## config.mk

```make
export PLATFORM = sky130hd
export DESIGN_NAME = mult_div_seq
export DESIGN_NICKNAME = d
export VERILOG_FILES = /design/src/rtl/mult_div_seq_pkg.sv /design/src/rtl/mdu_addsub.sv /design/src/rtl/mult_div_seq.sv
export SDC_FILE = /design/constraint.sdc
export NUM_CORES = 1
export LEC_CHECK = 0
export CORE_MARGIN = 4
export CORE_UTILIZATION = 65
export CTS_BUF_LIST = sky130_fd_sc_hd__clkbuf_4 sky130_fd_sc_hd__clkbuf_8
export DETAILED_ROUTE_END_ITERATION = 10
export GPL_TIMING_DRIVEN = 0
export PLACE_DENSITY = 0.95
export SYNTH_ARGS = -nofsm -noshare
export SYNTH_HDL_FRONTEND = slang
export SYNTH_SLANG_ARGS = --single-unit
export TNS_END_PERCENT = 50
```

## constraint.sdc

```tcl
create_clock -name clk -period 6.85 [get_ports clk]
set_input_delay 0.685 -clock clk [delete_from_list [all_inputs] [get_ports clk]]
set_output_delay 0.685 -clock clk [all_outputs]
set_load 0.02 [all_outputs]
```

## src/rtl/mult_div_seq_pkg.sv

```systemverilog
// Shared encodings, widths and helpers for the sequential multiply/divide unit.
package mult_div_seq_pkg;

  localparam int unsigned XLEN  = 32;
  localparam int unsigned AW    = XLEN + 1;
  localparam int unsigned ITER  = 32;
  localparam int unsigned CNT_W = 6;

  localparam logic OP_MULT = 1'b0;
  localparam logic OP_DIV  = 1'b1;

  typedef enum logic [1:0] {
    ST_IDLE = 2'd0,
    ST_CALC = 2'd1,
    ST_FIX  = 2'd2,
    ST_DONE = 2'd3
  } state_e;

  // Two's-complement magnitude; 0x80000000 maps to the unsigned value 2^31.
  function automatic logic [XLEN-1:0] mag_of(input logic [XLEN-1:0] x);
    mag_of = x[XLEN-1] ? -x : x;
  endfunction

endpackage

```

## src/rtl/mdu_addsub.sv

```systemverilog
// 33-bit adder/subtractor shared by the shift-add and restoring-divide steps.
module mdu_addsub
  import mult_div_seq_pkg::*;
(
  input  logic [AW-1:0] x_i,
  input  logic [AW-1:0] y_i,
  input  logic          sub_i,
  output logic [AW-1:0] sum_c,
  output logic          co_c
);

  logic [AW:0] full;

  // For subtraction co_c = 1 means no borrow (x_i >= y_i).
  assign full  = {1'b0, x_i} + {1'b0, (sub_i ? ~y_i : y_i)} + {{AW{1'b0}}, sub_i};
  assign sum_c = full[AW-1:0];
  assign co_c  = full[AW];

endmodule

```

## src/rtl/mult_div_seq.sv

```systemverilog
// Sequential signed 32x32 multiply / 32/32 divide with MIPS hi/lo results.
module mult_div_seq
  import mult_div_seq_pkg::*;
(
  input  logic            clk,
  input  logic            reset,
  input  logic            start,
  input  logic            op,
  input  logic [XLEN-1:0] a,
  input  logic [XLEN-1:0] b,
  output logic            busy,
  output logic            done,
  output logic            div_zero,
  output logic [XLEN-1:0] hi,
  output logic [XLEN-1:0] lo
);

  state_e             state_q;
  logic               op_q;
  logic [CNT_W-1:0]   cnt_q;
  logic [2*XLEN-1:0]  acc_q;
  logic [XLEN-1:0]    rem_q;
  logic [XLEN-1:0]    opnd_q;
  logic               neg_res_q;
  logic               neg_rem_q;
  logic               busy_q;
  logic               done_q;
  logic               dz_q;
  logic [XLEN-1:0]    hi_q;
  logic [XLEN-1:0]    lo_q;

  logic [AW-1:0]      as_x;
  logic [AW-1:0]      as_y;
  logic               as_sub;
  logic [AW-1:0]      as_sum;
  logic               as_co;
  logic [2*XLEN-1:0]  acc_d;
  logic [XLEN-1:0]    rem_d;
  logic [2*XLEN-1:0]  prod_fix;
  logic [XLEN-1:0]    quo_fix;
  logic [XLEN-1:0]    rmd_fix;

  mdu_addsub u_addsub (
    .x_i   (as_x),
    .y_i   (as_y),
    .sub_i (as_sub),
    .sum_c (as_sum),
    .co_c  (as_co)
  );

  // One iteration step plus the sign-corrected results.
  always_comb begin
    as_x   = {1'b0, acc_q[2*XLEN-1:XLEN]};
    as_y   = {1'b0, opnd_q};
    as_sub = 1'b0;
    acc_d  = acc_q;
    rem_d  = rem_q;
    if (op_q == OP_MULT) begin
      acc_d = {(acc_q[0] ? as_sum : {1'b0, acc_q[2*XLEN-1:XLEN]}), acc_q[XLEN-1:1]};
    end else begin
      as_x   = {rem_q, acc_q[XLEN-1]};
      as_sub = 1'b1;
      rem_d  = as_co ? as_sum[XLEN-1:0] : as_x[XLEN-1:0];
      acc_d  = {acc_q[2*XLEN-1:XLEN], acc_q[XLEN-2:0], as_co};
    end
    prod_fix = neg_res_q ? -acc_q : acc_q;
    quo_fix  = neg_res_q ? -acc_q[XLEN-1:0] : acc_q[XLEN-1:0];
    rmd_fix  = neg_rem_q ? -rem_q : rem_q;
  end

  always_ff @(posedge clk) begin
    if (!reset) begin
      state_q   <= ST_IDLE;
      op_q      <= OP_MULT;
      cnt_q     <= '0;
      acc_q     <= '0;
      rem_q     <= '0;
      opnd_q    <= '0;
      neg_res_q <= 1'b0;
      neg_rem_q <= 1'b0;
      busy_q    <= 1'b0;
      done_q    <= 1'b0;
      dz_q      <= 1'b0;
      hi_q      <= '0;
      lo_q      <= '0;
    end else begin
      done_q <= 1'b0;
      dz_q   <= 1'b0;
      unique case (state_q)
        ST_IDLE: begin
          // The done pulse is still visible here, so starts are blocked for it.
          if (start && !done_q) begin
            op_q      <= op;
            cnt_q     <= '0;
            rem_q     <= '0;
            neg_res_q <= a[XLEN-1] ^ b[XLEN-1];
            neg_rem_q <= a[XLEN-1];
            busy_q    <= 1'b1;
            if (op == OP_MULT) begin
              opnd_q  <= mag_of(a);
              acc_q   <= {{XLEN{1'b0}}, mag_of(b)};
              state_q <= ST_CALC;
            end else begin
              opnd_q  <= mag_of(b);
              acc_q   <= {{XLEN{1'b0}}, mag_of(a)};
              state_q <= (b == '0) ? ST_DONE : ST_CALC;
            end
          end else begin
            busy_q <= 1'b0;
          end
        end
        ST_CALC: begin
          acc_q <= acc_d;
          rem_q <= rem_d;
          cnt_q <= cnt_q + CNT_W'(1);
          if (cnt_q == CNT_W'(ITER - 1)) state_q <= ST_FIX;
        end
        ST_FIX: begin
          if (op_q == OP_MULT) begin
            hi_q <= prod_fix[2*XLEN-1:XLEN];
            lo_q <= prod_fix[XLEN-1:0];
          end else begin
            hi_q <= rmd_fix;
            lo_q <= quo_fix;
          end
          state_q <= ST_DONE;
        end
        ST_DONE: begin
          done_q  <= 1'b1;
          dz_q    <= (op_q == OP_DIV) && (opnd_q == '0);
          state_q <= ST_IDLE;
        end
        default: state_q <= ST_IDLE;
      endcase
    end
  end

  assign busy     = busy_q;
  assign done     = done_q;
  assign div_zero = dz_q;
  assign hi       = hi_q;
  assign lo       = lo_q;

endmodule
```

## Word level (Yosys, flattened, before mapping)

Index checks and enable logic that the tools add are counted.

- Shifts and indexed selects: 0
- Magnitude comparators: 0
- Divide/modulo/power cells: 0
- Equal/unequal tests: 8
- Add/subtract/negate cells: 8
- Bitwise operators: 2
- Reductions and logical operators: 13
- Multipliers: 0
- Mux-type cells: 29

Operator list:

| kind | number |
|---|---|
| $mux W32 | 11 |
| $mux W64 | 3 |
| $neg A32 Y32 | 4 |
| $pmux W64 S2 | 1 |
| $mux W33 | 3 |
| $logic_not A32 Y1 | 2 |
| $neg A64 Y64 | 1 |
| $pmux W32 S2 | 1 |
| $add A33 B33 Y34 | 1 |
| $add A34 B1 Y34 | 1 |
| $not A32 Y33 | 1 |
| $pmux W6 S2 | 1 |
| $mux W2 | 4 |
| $ne A2 B2 Y1 const B | 4 |
| $pmux W2 S4 | 1 |
| $reduce_and A2 Y1 | 4 |
| $add A6 B1 Y6 const B | 1 |
| $eq A6 B5 Y1 const B | 1 |
| $mux W6 | 1 |
| $reduce_and A3 Y1 | 2 |
| $eq A2 B2 Y1 const B | 2 |
| $mux W1 | 3 |
| $eq A2 B1 Y1 const B | 1 |
| $logic_and A1 B1 Y1 | 2 |
| other kinds (4) | 4 |

- Latch bits: 0
- Memories kept: 0
- RAM bits: 0
- Word-level logic and storage cells: 74
- Input bits: 68
- Output and inout port bits: 67
- ROM bits: 0
- Bits in registers: 206

## Longest topological paths before layout

- Depth in word-level cells: 7
- Depth in mapped cells: 18
- Depth with buffers taken out: 12

## Modules after synthesis

From an unflattened synthesis, not the netlist that was laid out.

- Cell total of the unflattened synthesis: 1993
- Area total of the unflattened synthesis: 15636.2 sq um

By module, submodules not included:

| module | area each (sq um) | cells each | times used |
|---|---|---|---|
| mult_div_seq | 13496.7 | 1697 | 1 |
| mdu_addsub | 2139.6 | 296 | 1 |

## Least setup slack after synthesis

Ideal clock, no wire load.

- Path kind: flip-flop to flip-flop
- Start point: reg op_q
- End point: reg rem_q[20]
- Slack: 2.331 ns
- Arrival time: 4.402 ns
- Path buffers: 7
- Cell stages (with the launch flop): 19
- Path through: dfxtp_1 > clkbuf_1 > clkbuf_1 > clkbuf_1 > clkbuf_1 > xor2_1 > ha_1 > clkbuf_1 > nand2_1 > or4_1 > nor3_1 > a221o_1 > a21o_1 > a221o_1 > a22o_1 > buf_2 > buf_4 > nand2_1 > a32o_1

- Cells in the longest elaborated chain, start to end: 7

Ends and longest elaborated chain:

| item | RTL line | RTL |
|---|---|---|
| start, declared | mult_div_seq.sv:19 | `logic op_q;` |
| start signal, assigned | mult_div_seq.sv:93 | `op_q <= op;` |
| $mux W1 | mult_div_seq.sv:58 | `if (op_q == OP_MULT) begin` |
| $mux W33 | mdu_addsub.sv:15 | `assign full = {1'b0, x_i} + {1'b0, (sub_i ? ~y_i : y_i)} + {{AW{1'b0}}, sub_i};` |
| $add A33 B33 Y34 | mdu_addsub.sv:15 |  |
| $add A34 B1 Y34 | mdu_addsub.sv:15 |  |
| $mux W32 | mult_div_seq.sv:63 | `rem_d = as_co ? as_sum[XLEN-1:0] : as_x[XLEN-1:0];` |
| $mux W32 | mult_div_seq.sv:58 |  |
| $pmux W32 S2 | mult_div_seq.sv:89 | `unique case (state_q)` |
| end signal, assigned | mult_div_seq.sv:114 | `rem_q <= rem_d;` |
| end, declared | mult_div_seq.sv:22 | `logic [XLEN-1:0] rem_q;` |

Parallel ways exist; a longest one is shown, timed or not. The select of a mux whose other input is x is not followed.
A chain may end at the register's enable or synchronous reset.

## Worst setup path after layout

- Start point: reg op_q
- End point: reg rem_q[26]

Same word-level chain as after synthesis.

==> results by group <==
Critical path
  • Required @ worst endpoint: between 7 and 8 ns
  • Worst R2R Start: op_q
  • CP startpoint: op_q
  • Crit. End Element: flip-flop
  • CP max FO: 10
  • Worst r2r path cells: 17
  • Crit start category: flip-flop
  • R2r setup slk: 0.49 ns
  • WS Path Type: reg -> reg
  • CP arrival: slightly below 7 ns
  • R2R Path End: rem_q[26]

Cells and area
  • # nets final: 2201
  • Most frequent cells in the layout: 206 x nand2_1, 206 x dfxtp_1, 167 x nor2_1
  • Final Instance Area: ~17000 sq um
  • Filler cell count: 1640
  • Area Overhead vs Synth: 16.7%
  • Non-filler instance count after layout: 2401
  • Antenna cells: 0
  • Ratio of cells with drive above 1 in the final layout: 6.76%

Place
  • Placed cells: 2338
  • Placed inst area: approximately 17000 sq um
  • Detail Placement HPWL: approximately 44000 um
  • Worst slack, placed: around 0.84 ns
  • Routability congestion estimate: 1.01
  • Port bufs: about 130

Drt
  • Final WL: roughly 58000 um
  • Drt first pass iters: 9
  • Antenna violation net count after detailed routing: 0
  • Avg WL per Cell: between 20 and 25 um
  • Vias per cell: 6.84
  • DRT iter0 DRCs: about 2500
  • Via count: 16429
  • Number of remaining DRC errors: 0

Power
  • Internal power: 3200 uW
  • Sw Share: 46.2%
  • Power Dens Cells: about 340 nW/um^2
  • Combinational Power Share: around 50%
  • Switching power: between 2000 and 3000 uW
  • VDD IR max: 267 uV
  • Clk pwr share: about a fifth
  • Pwr Total: 5960 uW
  • Seq pwr share: about 29%
  • Pleak: 0.00664 uW

STA
  • Layout Skew: 0.0197 ns
  • Max transition margin: about 30%
  • Count of final max-slew check failures: 0
  • RSZ-0062 raised after global routing: no
  • Final Setup Violations: 0
  • Least-Margin Pin Slew: 1.04 ns
  • Tcrit/Tclk final: 92.9%
  • Hold Vio Cnt, Final: 0
  • Setup TNS: 0 ns
  • Max Clk Rate: 157 MHz
  • Fin worst setup slack: 0.488 ns
  • Tmin final: approximately 6.4 ns

Clocking
  • Resized cells post-CTS: 0
  • Root buffer cell: clkbuf_8
  • Clock Latency Late Sink: approximately 0.56 ns
  • Setup Buffers After CTS: 0
  • CTS clk-pin slew, worst paths: 0.07 ns
  • Max Root-Sink Buffers: 3
  • H-Tree Depth: 2
  • Hold buffers post-CTS: 0
  • Clock Sinks: 206
  • Total CTS buffers: 36
  • CTS tree: built

Global route
  • Vias in the first global route: 15550
  • Grt met2 use: 64.7%
  • Antenna violations before repair: 1
  • Largest net degree at the start of global routing: 11
  • Met1 Use GR: about 57%
  • Busiest metal layer after global routing: met2
  • First-pass GRT wire length: 87600 um
  • GR Util met3: between 10% and 20%
  • All-Layer GR Usage: 43.1%
  • Total gr overflow: 0

Logic synthesis
  • Syn_nets: 2030
  • Yosys top cell by area: dfxtp_1
  • Synth Flop Type: dfxtp_1
  • Yosys reg bits: 206
  • Area share of the largest cell type after synthesis: approximately 28%
  • EDFF count, synth: 0
  • Synth cell types: 73
  • Yosys warning count: 0
  • Post-synthesis sequential area ratio: 27.7%
  • Syn Area/Cell: roughly 7.8 sq um
  • Cells after Synth: 1920
  • Synthesized area: 14900 sq um
  • Ranking of synthesized cells by area: dfxtp_1 28%, xor2_1 7.4%, o21ai_0 5.4%
  • FFs w/ async S/R, synth: 0%

Die
  • I/O pin total: 135
  • DIE AREA: 25400 sq um
  • Core ar.: 22600 sq um
  • Die extent in y: about 160 um
  • Die Span X: roughly 160 um
  • Initial Utilization: 66.0%
  • Row count: between 50 and 60

Worst hold path
  • HP Class: reg -> reg
  • Hold Crit Endpoint: hi[7]
  • Hold Path Stages: 2
  • HP Start: hi[7]

Flow run
  • Max cap viols: 0

Run status
  • Status: finished clean
## routing by layer
layer	vias to the layer above	routed length [um]
li1	7299	-
met1	7572	22000
met2	1299	24100
met3	257	8400
met4	2	3140
met5	-	11
## through the flow
stage / hold WS (ns) / utilization, %
after floorplan: 0.456 / -
after global placement: 0.425 / 73.4
after detailed placement: 0.437 / 73.4
after CTS: 0.446 / 77.0
after global routing: 0.457 / 77.0
final: 0.444 / 77.0
## logic make-up (layout without fill, tap and decap cells)
family | Yosys count | in the layout | synth area share [%]
AO/OA/AOI/OAI | 570 | 570 | 24.3
XOR/XNOR | 212 | 212 | 12.5
adder cells (fa/ha/maj) | 42 | 42 | 3.58
buffers and inverters | 178 | 374 | 4.61
flip-flops | 206 | 206 | 27.7
multiplexers | 129 | 129 | 9.12
AND/OR/NAND/NOR | 583 | 583 | 18.2
## registers in the layout, summed over array words and instances, names as in the netlist, 2 cells and up
signal   flops
lo          32
opnd_q      32
hi          32
rem_q       32
acc_q       64
state_q      2
cnt_q        6
## Yosys cell counts (20+ instances only)
library cell    n
nor3_1         28
o31ai_1        46
o41ai_1        24
nand2_1       206
ha_1           41
nand3_1        42
nor2_1        167
mux2_2         53
dfxtp_1       206
a211oi_1       51
xnor2_1        86
a21oi_1       151
nor4_1         20
o21ai_0       160
clkbuf_1      123
mux2i_1        76
inv_1          37
xor2_1        126
## area by class of cell
type                            instances  area [sq um]  area share [%]
Buffer                                140           544            3.13
Clock buffer                           57           703            4.05
Clock inverter                          6          93.8           0.540
Inverter                               38           143           0.821
Multi-Input combinational cell       1536         10100            58.0
Sequential cell                       206          4120            23.7
Tap cell                              285           357            2.05
Timing Repair Buffer                  133          1330            7.66
## power groups by stage
| stage | clock [uW] | sequential, uW | combinational (uW) |
|---|---|---|---|
| finish | 1280 | 1710 | 2970 |
| floorplan | 0 | 1760 | 1760 |
| detailed placement | 0 | 1710 | 2820 |
| global placement | 0 | 1690 | 2760 |
| CTS | 1260 | 1690 | 2850 |
| global route | 1320 | 1730 | 3140 |
## worst max path at each step
stage	slack, ns	cells past startpoint	end
after floorplan	2.33	18	rem_q[20]
after global placement	0.83	17	rem_q[31]
after detailed placement	0.84	17	rem_q[26]
after CTS	0.80	17	rem_q[31]
after global routing	0.37	18	rem_q[29]
final	0.49	17	rem_q[26]
## critical path, cell delays in order, from the launching register on
cell	delay, ns
dfxtp_1	0.35
clkbuf_1	0.55
clkbuf_1	0.64
clkbuf_1	0.60
clkbuf_1	0.53
xor2_1	0.14
ha_1	0.38
a21oi_1	0.26
a2bb2oi_1	0.42
nand2_1	0.28
a221o_1	0.42
a21o_1	0.24
a221o_1	0.41
a22o_1	0.23
buf_2	0.19
buf_2	0.25
nand2_1	0.19
o221ai_1	0.13
Note: power is estimated with default switching activity, not from simulation.
